$ cat config.mk
export PLATFORM = sky130hd
export DESIGN_NAME = cmd_ctrl_arbiter_flat
export DESIGN_NICKNAME = d
export VERILOG_FILES = /design/src/rtl/cmd_ctrl_arbiter_if.sv /design/src/rtl/cmd_ctrl_arbiter.sv /design/src/flat_wrapper.sv
export SDC_FILE = /design/constraint.sdc
export NUM_CORES = 1
export LEC_CHECK = 0
export ABC_AREA = 1
export BUFFER_PORTS_ARGS = -buffer_cell sky130_fd_sc_hd__buf_2
export CELL_PAD_IN_SITES_DETAIL_PLACEMENT = 0
export CELL_PAD_IN_SITES_GLOBAL_PLACEMENT = 2
export CORE_UTILIZATION = 25
export DETAILED_ROUTE_END_ITERATION = 6
export PLACE_DENSITY = 0.86
export SYNTH_ARGS = -nofsm -noshare
export SYNTH_HDL_FRONTEND = slang
export SYNTH_SLANG_ARGS = --single-unit
$ cat constraint.sdc
create_clock -name clk -period 2.4 [get_ports clk]
set_input_delay 0.24 -clock clk [delete_from_list [all_inputs] [get_ports clk]]
set_output_delay 0.24 -clock clk [all_outputs]
set_load 0.03 [all_outputs]
$ cat src/rtl/cmd_ctrl_arbiter_if.sv
// ----------------------------------------------------------------------------
// cmd_ctrl_arbiter_if
//   Bundles the requester-side handshake and the single data-mover command
//   port (CMD_CTRL_*) that cmd_ctrl_arbiter multiplexes.
//
//   master : the environment. This is the requesters plus the data mover.
//            It drives req_valid, the packed request fields, CMD_CTRL_READY
//            and the completion pulses.
//   slave  : the arbiter. It drives req_ready, req_done, req_err and the
//            latched CMD_CTRL_* command.
//
//   Packed per-requester buses use 32-bit slices, slice i = [32i+31:32i].
// ----------------------------------------------------------------------------
interface cmd_ctrl_arbiter_if #(
    parameter int unsigned NUM_REQ = 2
);
    // Requester side
    logic [NUM_REQ-1:0]    req_valid;
    logic [NUM_REQ-1:0]    req_ready;
    logic [NUM_REQ*32-1:0] req_src_addr;
    logic [NUM_REQ*32-1:0] req_dst_addr;
    logic [NUM_REQ*32-1:0] req_btt;
    logic [NUM_REQ-1:0]    req_is_read;
    logic [NUM_REQ-1:0]    req_done;
    logic                  req_err;

    // Data-mover command port
    logic                  CMD_CTRL_READY;
    logic                  CMD_CTRL_START;
    logic [31:0]           CMD_CTRL_SRC_ADDR;
    logic [31:0]           CMD_CTRL_DST_ADDR;
    logic [31:0]           CMD_CTRL_BTT;
    logic                  CMD_CTRL_IS_READ;
    logic                  READ_COMPLETE;
    logic                  WRITE_COMPLETE;

    modport master (
        output req_valid, req_src_addr, req_dst_addr, req_btt, req_is_read,
        input  req_ready, req_done, req_err,
        output CMD_CTRL_READY, READ_COMPLETE, WRITE_COMPLETE,
        input  CMD_CTRL_START, CMD_CTRL_SRC_ADDR, CMD_CTRL_DST_ADDR,
               CMD_CTRL_BTT, CMD_CTRL_IS_READ
    );

    modport slave (
        input  req_valid, req_src_addr, req_dst_addr, req_btt, req_is_read,
        output req_ready, req_done, req_err,
        input  CMD_CTRL_READY, READ_COMPLETE, WRITE_COMPLETE,
        output CMD_CTRL_START, CMD_CTRL_SRC_ADDR, CMD_CTRL_DST_ADDR,
               CMD_CTRL_BTT, CMD_CTRL_IS_READ
    );
endinterface

$ cat src/rtl/cmd_ctrl_arbiter.sv
// ----------------------------------------------------------------------------
// cmd_ctrl_arbiter
//   Shares one data-mover command port between NUM_REQ requesters.
//   Arbitration is round-robin, and only one command is outstanding at a time.
//   The grant is held until the matching READ_COMPLETE/WRITE_COMPLETE arrives
//   or the watchdog expires. At that point the owner gets a one-cycle req_done
//   pulse, and req_err marks a timeout.
//
// Ports
//   clk        clock
//   rst        synchronous, active-high reset
//   bus        cmd_ctrl_arbiter_if.slave, carrying the requester handshake
//              and the CMD_CTRL_* port
//   busy       high whenever a command is being issued or awaited
//   grant_idx  index of the current, or most recently granted, requester
//
// Parameters
//   NUM_REQ         number of requesters (2..8)
//   IDX_W           clog2(NUM_REQ)
//   TIMEOUT_CYCLES  max cycles spent waiting for completion; 0 disables it
// ----------------------------------------------------------------------------
module cmd_ctrl_arbiter #(
    parameter int unsigned NUM_REQ        = 2,
    parameter int unsigned IDX_W          = 1,
    parameter int unsigned TIMEOUT_CYCLES = 65535
) (
    input  logic               clk,
    input  logic               rst,
    cmd_ctrl_arbiter_if.slave  bus,
    output logic               busy,
    output logic [IDX_W-1:0]   grant_idx
);

    typedef enum logic [1:0] {
        S_IDLE      = 2'd0,
        S_ISSUE     = 2'd1,
        S_WAIT_DONE = 2'd2
    } state_t;

    localparam logic        WDOG_EN    = (TIMEOUT_CYCLES != 0);
    localparam logic [31:0] TIMER_LAST = (TIMEOUT_CYCLES == 0) ? 32'd0
                                                               : 32'(TIMEOUT_CYCLES - 1);
    localparam logic [IDX_W-1:0] LAST_IDX = IDX_W'(NUM_REQ - 1);

    state_t       state;
    state_t       state_nxt;
    logic [31:0]  timer;

    logic             arb_found;
    logic [IDX_W-1:0] arb_winner;
    logic             cmp_match;
    logic             timeout_hit;
    logic             grant_fire;
    logic             start_fire;
    logic             done_fire;
    logic             timeout_fire;

    // Unpack the request buses so the winner's fields are a plain array read.
    logic [31:0] src_slice [NUM_REQ];
    logic [31:0] dst_slice [NUM_REQ];
    logic [31:0] btt_slice [NUM_REQ];

    for (genvar g = 0; g < NUM_REQ; g++) begin : g_unpack
        assign src_slice[g] = bus.req_src_addr[32*g +: 32];
        assign dst_slice[g] = bus.req_dst_addr[32*g +: 32];
        assign btt_slice[g] = bus.req_btt[32*g +: 32];
    end

    function automatic logic [NUM_REQ-1:0] onehot(input logic [IDX_W-1:0] idx);
        logic [NUM_REQ-1:0] v;
        v      = '0;
        v[idx] = 1'b1;
        return v;
    endfunction

    // ------------------------------------------------------------------
    // Round-robin search. Start just after the last grant and wrap, so
    // the previous owner has the lowest priority.
    // ------------------------------------------------------------------
    always_comb begin
        int               cand;
        logic [IDX_W-1:0] cand_idx;
        // NOTE: every variable gets a default before any conditional
        // assignment; otherwise synthesis infers a latch to hold it.
        arb_found  = 1'b0;
        arb_winner = grant_idx;
        cand       = 0;
        cand_idx   = '0;
        for (int i = 1; i <= int'(NUM_REQ); i++) begin
            cand = int'(grant_idx) + i;
            if (cand >= int'(NUM_REQ)) begin
                cand = cand - int'(NUM_REQ);
            end
            cand_idx = IDX_W'(cand);
            if (!arb_found && bus.req_valid[cand_idx]) begin
                arb_found  = 1'b1;
                arb_winner = cand_idx;
            end
        end
    end

    // Only the completion that matches the latched direction counts.
    // The other pulse is ignored, even when both arrive together.
    assign cmp_match   = bus.CMD_CTRL_IS_READ ? bus.READ_COMPLETE : bus.WRITE_COMPLETE;
    assign timeout_hit = WDOG_EN && (timer == TIMER_LAST);

    // ------------------------------------------------------------------
    // FSM: state register
    // ------------------------------------------------------------------
    // NOTE: clocked state is written with non-blocking assignments. All
    // registers then update together at the edge, whatever order the
    // processes are evaluated in.
    always_ff @(posedge clk) begin
        if (rst) begin
            state <= S_IDLE;
        end else begin
            state <= state_nxt;
        end
    end

    // ------------------------------------------------------------------
    // FSM: next-state logic
    // ------------------------------------------------------------------
    always_comb begin
        state_nxt = state;
        unique case (state)
            S_IDLE:      if (arb_found)                  state_nxt = S_ISSUE;
            S_ISSUE:     if (bus.CMD_CTRL_READY)         state_nxt = S_WAIT_DONE;
            S_WAIT_DONE: if (cmp_match || timeout_hit)   state_nxt = S_IDLE;
            default:                                     state_nxt = S_IDLE;
        endcase
    end

    // ------------------------------------------------------------------
    // FSM: output decode (event strobes that feed the output registers)
    // ------------------------------------------------------------------
    always_comb begin
        grant_fire   = 1'b0;
        start_fire   = 1'b0;
        done_fire    = 1'b0;
        timeout_fire = 1'b0;
        unique case (state)
            S_IDLE:      grant_fire = arb_found;
            S_ISSUE:     start_fire = bus.CMD_CTRL_READY;
            S_WAIT_DONE: begin
                // A completion on the final watchdog cycle still wins.
                done_fire    = cmp_match;
                timeout_fire = !cmp_match && timeout_hit;
            end
            default: ;
        endcase
    end

    assign busy = (state != S_IDLE);

    // ------------------------------------------------------------------
    // Registered outputs, command latch and watchdog timer
    // ------------------------------------------------------------------
    always_ff @(posedge clk) begin
        if (rst) begin
            bus.req_ready         <= '0;
            bus.req_done          <= '0;
            bus.req_err           <= 1'b0;
            bus.CMD_CTRL_START    <= 1'b0;
            bus.CMD_CTRL_SRC_ADDR <= '0;
            bus.CMD_CTRL_DST_ADDR <= '0;
            bus.CMD_CTRL_BTT      <= '0;
            bus.CMD_CTRL_IS_READ  <= 1'b1;
            grant_idx             <= LAST_IDX;   // requester 0 wins first
            timer                 <= '0;
        end else begin
            bus.req_ready      <= grant_fire ? onehot(arb_winner) : '0;
            bus.CMD_CTRL_START <= start_fire;
            bus.req_done       <= (done_fire || timeout_fire) ? onehot(grant_idx) : '0;
            bus.req_err        <= timeout_fire;

            // The command fields change only on a grant. Between commands
            // they hold the last command.
            if (grant_fire) begin
                grant_idx             <= arb_winner;
                bus.CMD_CTRL_SRC_ADDR <= src_slice[arb_winner];
                bus.CMD_CTRL_DST_ADDR <= dst_slice[arb_winner];
                bus.CMD_CTRL_BTT      <= btt_slice[arb_winner];
                bus.CMD_CTRL_IS_READ  <= bus.req_is_read[arb_winner];
            end

            // The timer runs only while awaiting completion, and it
            // saturates rather than wrapping.
            if (start_fire) begin
                timer <= '0;
            end else if (state == S_WAIT_DONE && timer != '1) begin
                timer <= timer + 32'd1;
            end
        end
    end

endmodule
$ cat src/flat_wrapper.sv
// flat-port wrapper written by rule: the top's interface ports become plain ports
module cmd_ctrl_arbiter_flat 
#(
    parameter int unsigned NUM_REQ        = 2,
    parameter int unsigned IDX_W          = 1,
    parameter int unsigned TIMEOUT_CYCLES = 65535
)
  (clk, rst, busy, grant_idx, bus_req_valid, bus_req_src_addr, bus_req_dst_addr, bus_req_btt, bus_req_is_read, bus_req_ready, bus_req_done, bus_req_err, bus_CMD_CTRL_READY, bus_READ_COMPLETE, bus_WRITE_COMPLETE, bus_CMD_CTRL_START, bus_CMD_CTRL_SRC_ADDR, bus_CMD_CTRL_DST_ADDR, bus_CMD_CTRL_BTT, bus_CMD_CTRL_IS_READ);
  cmd_ctrl_arbiter_if #(.NUM_REQ(NUM_REQ)) bus_i ();
  input  logic clk;
  input  logic rst;
  output logic busy;
  output logic [IDX_W-1:0] grant_idx;
  input wire logic [$bits(bus_i.req_valid)-1:0] bus_req_valid;
  input wire logic [$bits(bus_i.req_src_addr)-1:0] bus_req_src_addr;
  input wire logic [$bits(bus_i.req_dst_addr)-1:0] bus_req_dst_addr;
  input wire logic [$bits(bus_i.req_btt)-1:0] bus_req_btt;
  input wire logic [$bits(bus_i.req_is_read)-1:0] bus_req_is_read;
  output wire logic [$bits(bus_i.req_ready)-1:0] bus_req_ready;
  output wire logic [$bits(bus_i.req_done)-1:0] bus_req_done;
  output wire logic [$bits(bus_i.req_err)-1:0] bus_req_err;
  input wire logic [$bits(bus_i.CMD_CTRL_READY)-1:0] bus_CMD_CTRL_READY;
  input wire logic [$bits(bus_i.READ_COMPLETE)-1:0] bus_READ_COMPLETE;
  input wire logic [$bits(bus_i.WRITE_COMPLETE)-1:0] bus_WRITE_COMPLETE;
  output wire logic [$bits(bus_i.CMD_CTRL_START)-1:0] bus_CMD_CTRL_START;
  output wire logic [$bits(bus_i.CMD_CTRL_SRC_ADDR)-1:0] bus_CMD_CTRL_SRC_ADDR;
  output wire logic [$bits(bus_i.CMD_CTRL_DST_ADDR)-1:0] bus_CMD_CTRL_DST_ADDR;
  output wire logic [$bits(bus_i.CMD_CTRL_BTT)-1:0] bus_CMD_CTRL_BTT;
  output wire logic [$bits(bus_i.CMD_CTRL_IS_READ)-1:0] bus_CMD_CTRL_IS_READ;
  assign bus_i.req_valid = bus_req_valid;
  assign bus_i.req_src_addr = bus_req_src_addr;
  assign bus_i.req_dst_addr = bus_req_dst_addr;
  assign bus_i.req_btt = bus_req_btt;
  assign bus_i.req_is_read = bus_req_is_read;
  assign bus_req_ready = bus_i.req_ready;
  assign bus_req_done = bus_i.req_done;
  assign bus_req_err = bus_i.req_err;
  assign bus_i.CMD_CTRL_READY = bus_CMD_CTRL_READY;
  assign bus_i.READ_COMPLETE = bus_READ_COMPLETE;
  assign bus_i.WRITE_COMPLETE = bus_WRITE_COMPLETE;
  assign bus_CMD_CTRL_START = bus_i.CMD_CTRL_START;
  assign bus_CMD_CTRL_SRC_ADDR = bus_i.CMD_CTRL_SRC_ADDR;
  assign bus_CMD_CTRL_DST_ADDR = bus_i.CMD_CTRL_DST_ADDR;
  assign bus_CMD_CTRL_BTT = bus_i.CMD_CTRL_BTT;
  assign bus_CMD_CTRL_IS_READ = bus_i.CMD_CTRL_IS_READ;
  cmd_ctrl_arbiter #(.NUM_REQ(NUM_REQ), .IDX_W(IDX_W), .TIMEOUT_CYCLES(TIMEOUT_CYCLES)) u_core (.clk(clk), .rst(rst), .bus(bus_i), .busy(busy), .grant_idx(grant_idx));
endmodule
# == Word-level counts from Yosys, hierarchy flattened ==
# Index checks and enable logic that the tools add are counted.
# op_classes
n_addsub,5
magnitude_cmp,9
n_eq_ne,7
muxes,34
bitwise_logic,3
reduce_logical,15
# ops
operator,n
$mux 32,9
$add 32x1->32 const B,1
$eq 32x16->1 const B,1
$ne 32x32->1 const B,1
$mux 1,19
$lt 1x2->1 const B,4
$mux 2,3
$pmux 2 s3,1
$reduce_or 2->1,3
$logic_and 1x1->1,5
$ge 2x2->1 const B,2
$ne 2x1->1 const B,2
$add 1x2->3 const B,1
$ge 3x2->1 const B,1
$reduce_and 3->1,1
$add 1x1->2 const B,1
$demux 1 s1,2
$eq 2x1->1 const B,1
$eq 2x2->1 const B,1
$ge 1x1->1 const B,2
$logic_not 1->1,2
$logic_not 2->1,1
$logic_or 1x1->1,2
$ne 2x2->1 const B,1
4 further kinds,6
# word_totals
reg_bits,138
word_cells,84

# == Logic depth before layout (Yosys ltp) ==
# Gate-level depths: netlist of run 1.
# logic_depth
ltp_word,13
ltp_mapped,11
depth_no_buf,11

# == Worst setup path after synthesis of run 1 ==
# OpenSTA, ideal clock, no wires.
# synth_path
path_type,flip-flop to flip-flop
start,register u_core.timer[1]
end,register u_core.timer[21]
setup_ns,0.140
arrival_ns,1.532
required_ns,2.260
slack_ns,0.727
path_stages_with_launch,12
path_buffers,1
synth_period_minus_slack_ns,1.673
cell_sequence,dfxtp_1 > ha_1 > inv_1 > nor2_4 > nand2_4 > nor2_4 > nand2_4 > nand2_8 > inv_4 > buf_6 > nand2_1 > a21oi_2
# synth_via
elab_chain_len,2
word_cells_on_any_way,3
classes_between,add/sub: 1; eq/ne: 1; reduce/logical: 1
# synth_lines
element,line,rtl
"start, declared",cmd_ctrl_arbiter.sv:47,logic [31:0] timer;
"start signal, assigned",cmd_ctrl_arbiter.sv:192,timer <= timer + 32'd1;
branches (longest 2 deep; another with $add 32x1->32),--,
# Several ways; the timed one is not identified.
# A chain may end at the register's enable or synchronous reset.

# == Worst setup path after layout of run 1 ==
# layout_path
start,register u_core.state[0]
end,register u_core.bus.CMD_CTRL_BTT[7] in the netlist's numbering
# layout_via
elab_chain_len,2
# layout_lines
element,line,rtl
"start, declared",cmd_ctrl_arbiter.sv:45,state_t state;
"start signal, assigned",cmd_ctrl_arbiter.sv:117,state <= state_nxt;
$logic_not 2->1,cmd_ctrl_arbiter.sv:142,unique case (state)
$mux 1,cmd_ctrl_arbiter.sv:142,
"end signal, assigned",cmd_ctrl_arbiter.sv:183,bus.CMD_CTRL_BTT <= btt_slice[arb_winner];
"end, declared",cmd_ctrl_arbiter_if.sv:50,"CMD_CTRL_BTT, CMD_CTRL_IS_READ"
# Every way passes these cells.

==> load_flow_metrics.sql, run 1 <==
INSERT INTO impl_metrics (metric_group, metric, value, unit) VALUES
('power_and_ir_drop', 'static-leakage-power', '4.289', 'nW'),
('yosys', 'post_synth_xor_area_fraction', '1.713', '%'),
('sta', 'max-slew-margin-rel', '68.96', '%'),
('power_and_ir_drop', 'peakVddDrop', '438.0', 'uV'),
('clock_network', 'cts_tree', 'done', ''),
('clock_network', 'worst_setup_hold_path_clk_slew', '70', 'ps'),
('clock_network', 'cts_root_buf', 'sky130_fd_sc_hd__clkbuf_16', ''),
('sta', 'clock-skew-final', '14.44', 'ps'),
('detailed_routing', 'totalWireLength', '22890', 'um'),
('yosys', 'synth-warning-count', '0', ''),
('placed_design', 'detailed_place_hpwl', '17140', 'um'),
('worst_setup_path', 'critical_path.endpoint_type', 'register', ''),
('yosys', 'synth_compound_gate_area_share', '5.894', '%'),
('clock_network', 'num_cts_buffers', '17', ''),
('detailed_routing', 'route.detailed.wl_per_inst', '14.45', 'um'),
('grt', 'grt_first_pass_wirelength', '34530', 'um'),
('grt', 'grt_antenna_before_repair', '8', ''),
('hold_path', 'hp-class', 'primary input to register', ''),
('yosys', 'post_synth_fa_ha_maj_area_fraction', '0.4079', '%'),
('yosys', 'async_reset_ff_share', '0', '%'),
('cells_and_area', 'drive_above_1_share', '29.44', '%'),
('cells_and_area', 'postLayoutCellArea', '0.009051', 'mm2'),
('sta', 'finalCritPeriodShare', '86.88', '%'),
('yosys', 'synth-edff-count', '0', ''),
('sta', 'worst-slew-pin-transition', '465.1', 'ps'),
('sta', 'setup_viol', '0', ''),
('floorplan', 'initial_utilization', '25.83', '%'),
('floorplan', 'core_region_area', '0.02375', 'mm2'),
('floorplan', 'floorplan.rows', '56', ''),
('clock_network', 'post_cts_resize_count', '0', ''),
('yosys', 'simple_gate_fraction_of_synth_area', '41.51', '%'),
('clock_network', 'cts.htree.levels', '4', ''),
('run', 'maxCapViolations', '0', ''),
('sta', 'finalHoldViolCount', '0', ''),
('yosys', 'post_synth_instance_area', '0.006135', 'mm2'),
('yosys', 'synth_flop_cell', 'sky130_fd_sc_hd__dfxtp_1', ''),
('yosys', 'synth_most_common_cell', 'sky130_fd_sc_hd__nand2_1', ''),
('outcome', 'outcome', 'completed', ''),
('placed_design', 'quantity_of_i_o_buffers_inserted_on_ports', '305', ''),
('power_and_ir_drop', 'sequentialPowerShare', '39.8', '%'),
('yosys', 'leading_cell_types_by_total_area_after_synthesis', 'sky130_fd_sc_hd__dfxtp_1 (45%), sky130_fd_sc_hd__nand2_1 (27%), sky130_fd_sc_hd__nand3_1 (8.0%)', ''),
('yosys', 'synthesis.instances', '901', ''),
('clock_network', 'clkLatencyLatePin', '420', 'ps'),
('detailed_routing', 'detailed_routing_iterations_pass_1', '4', ''),
('yosys', 'synth.largest_area_cell', 'sky130_fd_sc_hd__dfxtp_1', ''),
('yosys', 'synth.yosys.seq_area_share', '45.03', '%'),
('worst_setup_path', 'cp.arrival', '2460', 'ps'),
('grt', 'via_count_of_the_first_global_routing_pass', '6542', ''),
('power_and_ir_drop', 'comb_power_share', '21.7', '%'),
('sta', 'timing.setup.tns', '0', 'ps'),
('worst_setup_path', 'crit_path_kind', 'register to register', ''),
('detailed_routing', 'drt_drc_violations_left', '0', ''),
('power_and_ir_drop', 'switching_power', '2.185', 'mW'),
('grt', 'gr-usage-all-layers', '18.12', '%'),
('cells_and_area', 'relative_area_change_from_synthesis_to_final_layout', '47.54', '%'),
('yosys', 'share_of_cell_area_taken_by_muxes_after_synthesis', '0.1632', '%'),
('power_and_ir_drop', 'p_per_area', '735.9', 'mW/mm2'),
('floorplan', 'ios', '306', ''),
('yosys', 'postSynthRegisterBits', '138', ''),
('sta', 'rsz0062_at_grt', 'false', ''),
('power_and_ir_drop', 'netSwitchingFraction', '32.81', '%'),
('grt', 'overflow', '0', ''),
('sta', 'clock.fmax', '479.6', 'MHz'),
('detailed_routing', 'vias_per_cell', '4.283', ''),
('floorplan', 'die_area', '0.02517', 'mm2'),
('clock_network', 'clock-sinks', '138', ''),
('floorplan', 'fp.dieW', '158.6', 'um'),
('yosys', 'synth.distinct_cells', '32', ''),
('placed_design', 'detailed_place.area', '0.007974', 'mm2'),
('sta', 'finalMaxSlewViolations', '0', ''),
('power_and_ir_drop', 'clk_network_pwr_share', '38.6', '%');
-- through the flow --
step	hold slack [ps]	worst slack [ps]	std cells	power (mW)
floorplan	312.4	727.4	901	3.529
global placement	433.4	526.4	1496	4.083
detailed placement	439.5	466.0	1496	4.081
CTS	0.1653	284.1	1576	6.742
global route	6.493	141.4	1583	6.983
finish	16.99	314.8	1584	6.661
-- registers in the layout, summed over array words and instances, names as in the netlist --
signal,count
u_core.bus.CMD_CTRL_IS_READ,1
u_core.state,2
u_core.timer,32
u_core.bus.CMD_CTRL_DST_ADDR,32
u_core.bus.req_ready,2
u_core.grant_idx,1
u_core.bus.CMD_CTRL_SRC_ADDR,32
u_core.bus.CMD_CTRL_BTT,32
u_core.bus.req_done,2
u_core.bus.req_err,1
u_core.bus.CMD_CTRL_START,1
-- logic make-up after synthesis --
family / after synthesis
flip-flops: 138
XOR/XNOR: 12
multiplexers: 1
AO/OA/AOI/OAI: 53
buffers and inverters: 72
AND/OR/NAND/NOR: 623
adder cells (fa/ha/maj): 2
-- routing by layer --
layer | track usage, % | up-vias | share of wire, %
met4 | 6.960 | 2 | 2.1
met5 | 0 | - | 0.057
met1 | 21.29 | 3038 | 41
met2 | 30.01 | 171 | 50
met3 | 6.478 | 30 | 6.8
li1 | - | 3544 | -
-- power by group through the flow --
stage          clock (mW)  combinational (mW)  sequential, mW
5_1_grt              2.75                1.56            2.68
2_1_floorplan           0               0.382            3.15
3_5_place_dp            0                1.39            2.69
4_1_cts              2.64                1.46            2.65
6_report             2.57                1.44            2.65
3_3_place_gp            0                1.40            2.69
-- worst paths after layout --
check | start | endpoint | slack, ps | cells past startpoint
worst max-delay path | u_core.state[0]$_SDFFE_PP0P_ | u_core.bus.CMD_CTRL_BTT[7]$_SDFFE_PP0P_ | 310 | 8
worst min register to register | u_core.bus.CMD_CTRL_DST_ADDR[7]$_SDFFE_PP0P_ | u_core.bus.CMD_CTRL_DST_ADDR[7]$_SDFFE_PP0P_ | 470 | 2
worst min-delay path | bus_req_btt[24] | u_core.bus.CMD_CTRL_BTT[24]$_SDFFE_PP0P_ | 20 | 3
worst max register to register | u_core.state[0]$_SDFFE_PP0P_ | u_core.bus.CMD_CTRL_BTT[7]$_SDFFE_PP0P_ | 310 | 8
-- layout by cell type (no fill, tap or decap), types with 17 or more instances in the layout --
master and n:
sky130_fd_sc_hd__dlygate4sd3_1 48, sky130_fd_sc_hd__nor2_1 70, sky130_fd_sc_hd__dfxtp_1 138, sky130_fd_sc_hd__nand2_1 435, sky130_fd_sc_hd__buf_2 305, sky130_fd_sc_hd__inv_1 34
sky130_fd_sc_hd__a22oi_1 17, sky130_fd_sc_hd__nand3_1 98, sky130_fd_sc_hd__clkbuf_16 17
-- layout make-up --
class | instances | area (um2)
Antenna cell | 8 | 20.02
Clock buffer | 18 | 439.2
Clock inverter | 14 | 137.6
Fill cell | 2543 | 14700
Inverter | 36 | 137.6
Multi-Input combinational cell | 691 | 3058
Sequential cell | 138 | 2763
Tap cell | 319 | 399.1
Timing Repair Buffer | 360 | 2097
-- timing repair --
action                    CTS  global route
hold buffers               48             0
setup buffers               0             0
hold endpoints to repair   47             0
-- critical path, cell delays in order, from the launching register on --
cell and delay (ps):
sky130_fd_sc_hd__dfxtp_1 360, sky130_fd_sc_hd__nor2_1 80, sky130_fd_sc_hd__o21ai_1 120, sky130_fd_sc_hd__nand2_1 120
sky130_fd_sc_hd__inv_2 210, sky130_fd_sc_hd__buf_12 370, sky130_fd_sc_hd__a22oi_1 150, sky130_fd_sc_hd__nand2_1 80
sky130_fd_sc_hd__dlygate4sd3_1 530
Power figures use the tool's default switching activity.
==> run 2, diff against run 1 <==
==> constraint.sdc (replaced) <==
create_clock -name clk -period 2.4 [get_ports clk]
set_input_delay 0 -clock clk [delete_from_list [all_inputs] [get_ports clk]]
set_output_delay 0 -clock clk [all_outputs]
set_load 0.03 [all_outputs]
==> load_flow_metrics.sql, run 2 (synthesis gave the netlist of run 1 again) <==
INSERT INTO impl_metrics (metric_group, metric, value, unit) VALUES
('run', 'maxCapViolations', '0', ''),
('sta', 'worst-slew-pin-transition', '488.7', 'ps'),
('grt', 'grt.met2_usage', '32.14', '%'),
('floorplan', 'floorplan.rows', '56', ''),
('sta', 'fin_hold_ws', '98.29', 'ps'),
('placed_design', 'quantity_of_i_o_buffers_inserted_on_ports', '305', ''),
('detailed_routing', 'route.detailed.wl_per_inst', '14.29', 'um'),
('detailed_routing', 'drt_iter0_markers', '282', ''),
('clock_network', 'clock-sinks', '138', ''),
('grt', 'via_count_of_the_first_global_routing_pass', '7447', ''),
('clock_network', 'cts_tree', 'done', ''),
('sta', 'finalMaxSlewViolations', '0', ''),
('cells_and_area', 'most_common_library_cell_in_the_layout_ignoring_fill_and_taps', 'sky130_fd_sc_hd__nand2_1', ''),
('worst_setup_path', 'critical_path.endpoint_type', 'register', ''),
('worst_setup_path', 'cp.arrival', '2530', 'ps'),
('clock_network', 'cts_root_buf', 'sky130_fd_sc_hd__clkbuf_16', ''),
('detailed_routing', 'detailed_routing_iterations_pass_1', '5', ''),
('cells_and_area', 'relative_area_change_from_synthesis_to_final_layout', '74.57', '%'),
('power_and_ir_drop', 'peakVddDrop', '475.8', 'uV'),
('worst_setup_path', 'worstPathMaxFanout', '49', ''),
('hold_path', 'hold-path-cell-count', '5', ''),
('detailed_routing', 'drt_drc_violations_left', '0', ''),
('grt', 'grt_busiest_layer', 'met2', ''),
('hold_path', 'min_from', 'bus_req_valid[0]', ''),
('grt', 'grt.met1_usage', '21.72', '%'),
('worst_setup_path', 'worst-r2r-cell-count', '7', ''),
('sta', 'finalCriticalPeriod', '2169', 'ps'),
('detailed_routing', 'totalWireLength', '24920', 'um'),
('worst_setup_path', 'cp_slowest_stage_delay', '530', 'ps'),
('power_and_ir_drop', 'static-leakage-power', '5.188', 'nW'),
('grt', 'pin_count_of_the_biggest_net_entering_global_routing', '100', ''),
('grt', 'grt_antenna_before_repair', '8', ''),
('worst_setup_path', 'startpoint_types', 'register', ''),
('worst_setup_path', 'crit_path_kind', 'register to register', ''),
('floorplan', 'die_area', '0.02517', 'mm2'),
('clock_network', 'cts.htree.levels', '4', ''),
('power_and_ir_drop', 'p_per_area', '679.9', 'mW/mm2'),
('detailed_routing', 'vias_per_cell', '4.344', ''),
('cells_and_area', 'postLayoutCoreUtil', '45.09', '%'),
('detailed_routing', 'dr_total_vias', '7572', ''),
('sta', 'timing.setup.tns', '0', 'ps'),
('sta', 'clock-skew-final', '24.90', 'ps'),
('grt', 'gr-usage-all-layers', '19.38', '%'),
('placed_design', 'gp_congestion', '0.8340', ''),
('floorplan', 'initial_utilization', '25.83', '%'),
('grt', 'groute.layer.met3.usage', '7.267', '%'),
('sta', 'finalCritPeriodShare', '90.37', '%'),
('clock_network', 'clkLatencyLatePin', '440', 'ps'),
('grt', 'grt_first_pass_wirelength', '37250', 'um'),
('worst_setup_path', 'critical_path.top_delay_family', 'buffers and inverters', ''),
('cells_and_area', 'layout.cells.most_common_list', 'sky130_fd_sc_hd__nand2_1 (435), sky130_fd_sc_hd__buf_2 (305), sky130_fd_sc_hd__dlygate4sd3_1 (199)', ''),
('clock_network', 'num_cts_buffers', '17', ''),
('clock_network', 'worst_setup_hold_path_clk_slew', '60', 'ps'),
('worst_setup_path', 'reg2reg_setup_slack', '230', 'ps'),
('hold_path', 'hold-path-endpoint', 'u_core.state[0]$_SDFFE_PP0P_', ''),
('hold_path', 'hp-class', 'primary input to register', ''),
('placed_design', 'detailed_place_hpwl', '17360', 'um'),
('sta', 'rsz0062_at_grt', 'false', ''),
('worst_setup_path', 'reg2reg_to', 'u_core.bus.CMD_CTRL_BTT[8]$_SDFFE_PP0P_', ''),
('sta', 'max-slew-margin-rel', '67.39', '%'),
('floorplan', 'fp.dieW', '158.6', 'um'),
('outcome', 'outcome', 'completed', ''),
('floorplan', 'die_height', '158.6', 'um'),
('sta', 'finalHoldViolCount', '0', ''),
('sta', 'clock.fmax', '461.1', 'MHz'),
('worst_setup_path', 'worstPathCellList', 'o21ai_1 > inv_1 > nor2_4 > clkbuf_8 > a22oi_1 > nand2_1 > dlygate4sd3_1', ''),
('floorplan', 'ios', '306', ''),
('sta', 'setup_viol', '0', ''),
('worst_setup_path', 'crit-reg2reg-launch', 'u_core.grant_idx$_SDFFE_PP1P_', ''),
('cells_and_area', 'fillers', '2398', ''),
('cells_and_area', 'nNetsFinal', '1606', ''),
('cells_and_area', 'drive_above_1_share', '26.69', '%'),
('power_and_ir_drop', 'post-layout-total-power', '7.281', 'mW'),
('worst_setup_path', 'path_buf_inv', '3', ''),
('detailed_routing', 'ant_nets', '0', ''),
('worst_setup_path', 'critPathRequiredTime', '2760', 'ps'),
('floorplan', 'core_region_area', '0.02375', 'mm2'),
('grt', 'overflow', '0', ''),
('worst_setup_path', 'worst_path_max_delay_cell', 'sky130_fd_sc_hd__dlygate4sd3_1', ''),
('clock_network', 'max-clock-path-buffers', '2', '');
## run 2: where the power goes
group	internal (mW)	switching (mW)	total, mW
Combinational	0.820	1.06	1.88
Clock	1.67	1.08	2.75
Sequential	2.53	0.126	2.65
## run 2: tightest hold or removal path, stage by stage
cell                      delay (ps)
sky130_fd_sc_hd__buf_2            90
sky130_fd_sc_hd__o21ai_1          70
sky130_fd_sc_hd__nor2_1           80
sky130_fd_sc_hd__inv_1           130
sky130_fd_sc_hd__o21ai_0         100
## run 2: area by class of cell
type                    instances  area (um2)  area share, %
repair buffers                519        3717          34.71
multi-input cells             691        3060          28.58
flip-flops and latches        138        2763          25.80
clock buffers                  19       442.9          4.136
well taps                     319       399.1          3.727
clock inverters                13       168.9          1.577
inverters                      36       137.6          1.285
diodes                          8       20.02         0.1869
## run 2: worst max path at each step
| stage | start | to | cells past startpoint |
|---|---|---|---|
| after floorplan | u_core.timer[1]$_SDFFE_PP0P_ | u_core.timer[21]$_SDFFE_PP0P_ | 11 |
| final | u_core.grant_idx$_SDFFE_PP1P_ | u_core.bus.CMD_CTRL_BTT[8]$_SDFFE_PP0P_ | 7 |
| after global routing | u_core.state[1]$_SDFFE_PP0P_ | u_core.bus.CMD_CTRL_BTT[0]$_SDFFE_PP0P_ | 9 |
| after global placement | u_core.timer[1]$_SDFFE_PP0P_ | u_core.timer[25]$_SDFFE_PP0P_ | 10 |
| after CTS | u_core.state[1]$_SDFFE_PP0P_ | u_core.bus.CMD_CTRL_BTT[31]$_SDFFE_PP0P_ | 9 |
| after detailed placement | u_core.timer[1]$_SDFFE_PP0P_ | u_core.timer[29]$_SDFFE_PP0P_ | 10 |
## run 2: metal layers
layer / wire length, um / up-vias
met4: 664 / 2
met1: 10040 / 3476
met2: 12470 / 198
met5: 13 / -
met3: 1729 / 39
li1: - / 3857
## run 2: metrics by stage
| step | worst slack (ps) | area [um2] | cells |
|---|---|---|---|
| 6_report | 231.2 | 10710 | 1743 |
| 5_1_grt | 49.81 | 10710 | 1742 |
| 4_1_cts | 136.2 | 10630 | 1730 |
| 3_5_place_dp | 467.4 | 8021 | 1499 |
| 3_3_place_gp | 526.7 | 8021 | 1499 |
| 2_1_floorplan | 727.4 | 6135 | 901 |
## run 2: repair_timing
item | in CTS | in global routing
hold buffers | 199 | 0
endpoints found under the setup margin | 0 | 48
hold endpoints to repair | 101 | 0
setup buffers | 0 | 4
resized for setup | 0 | 4
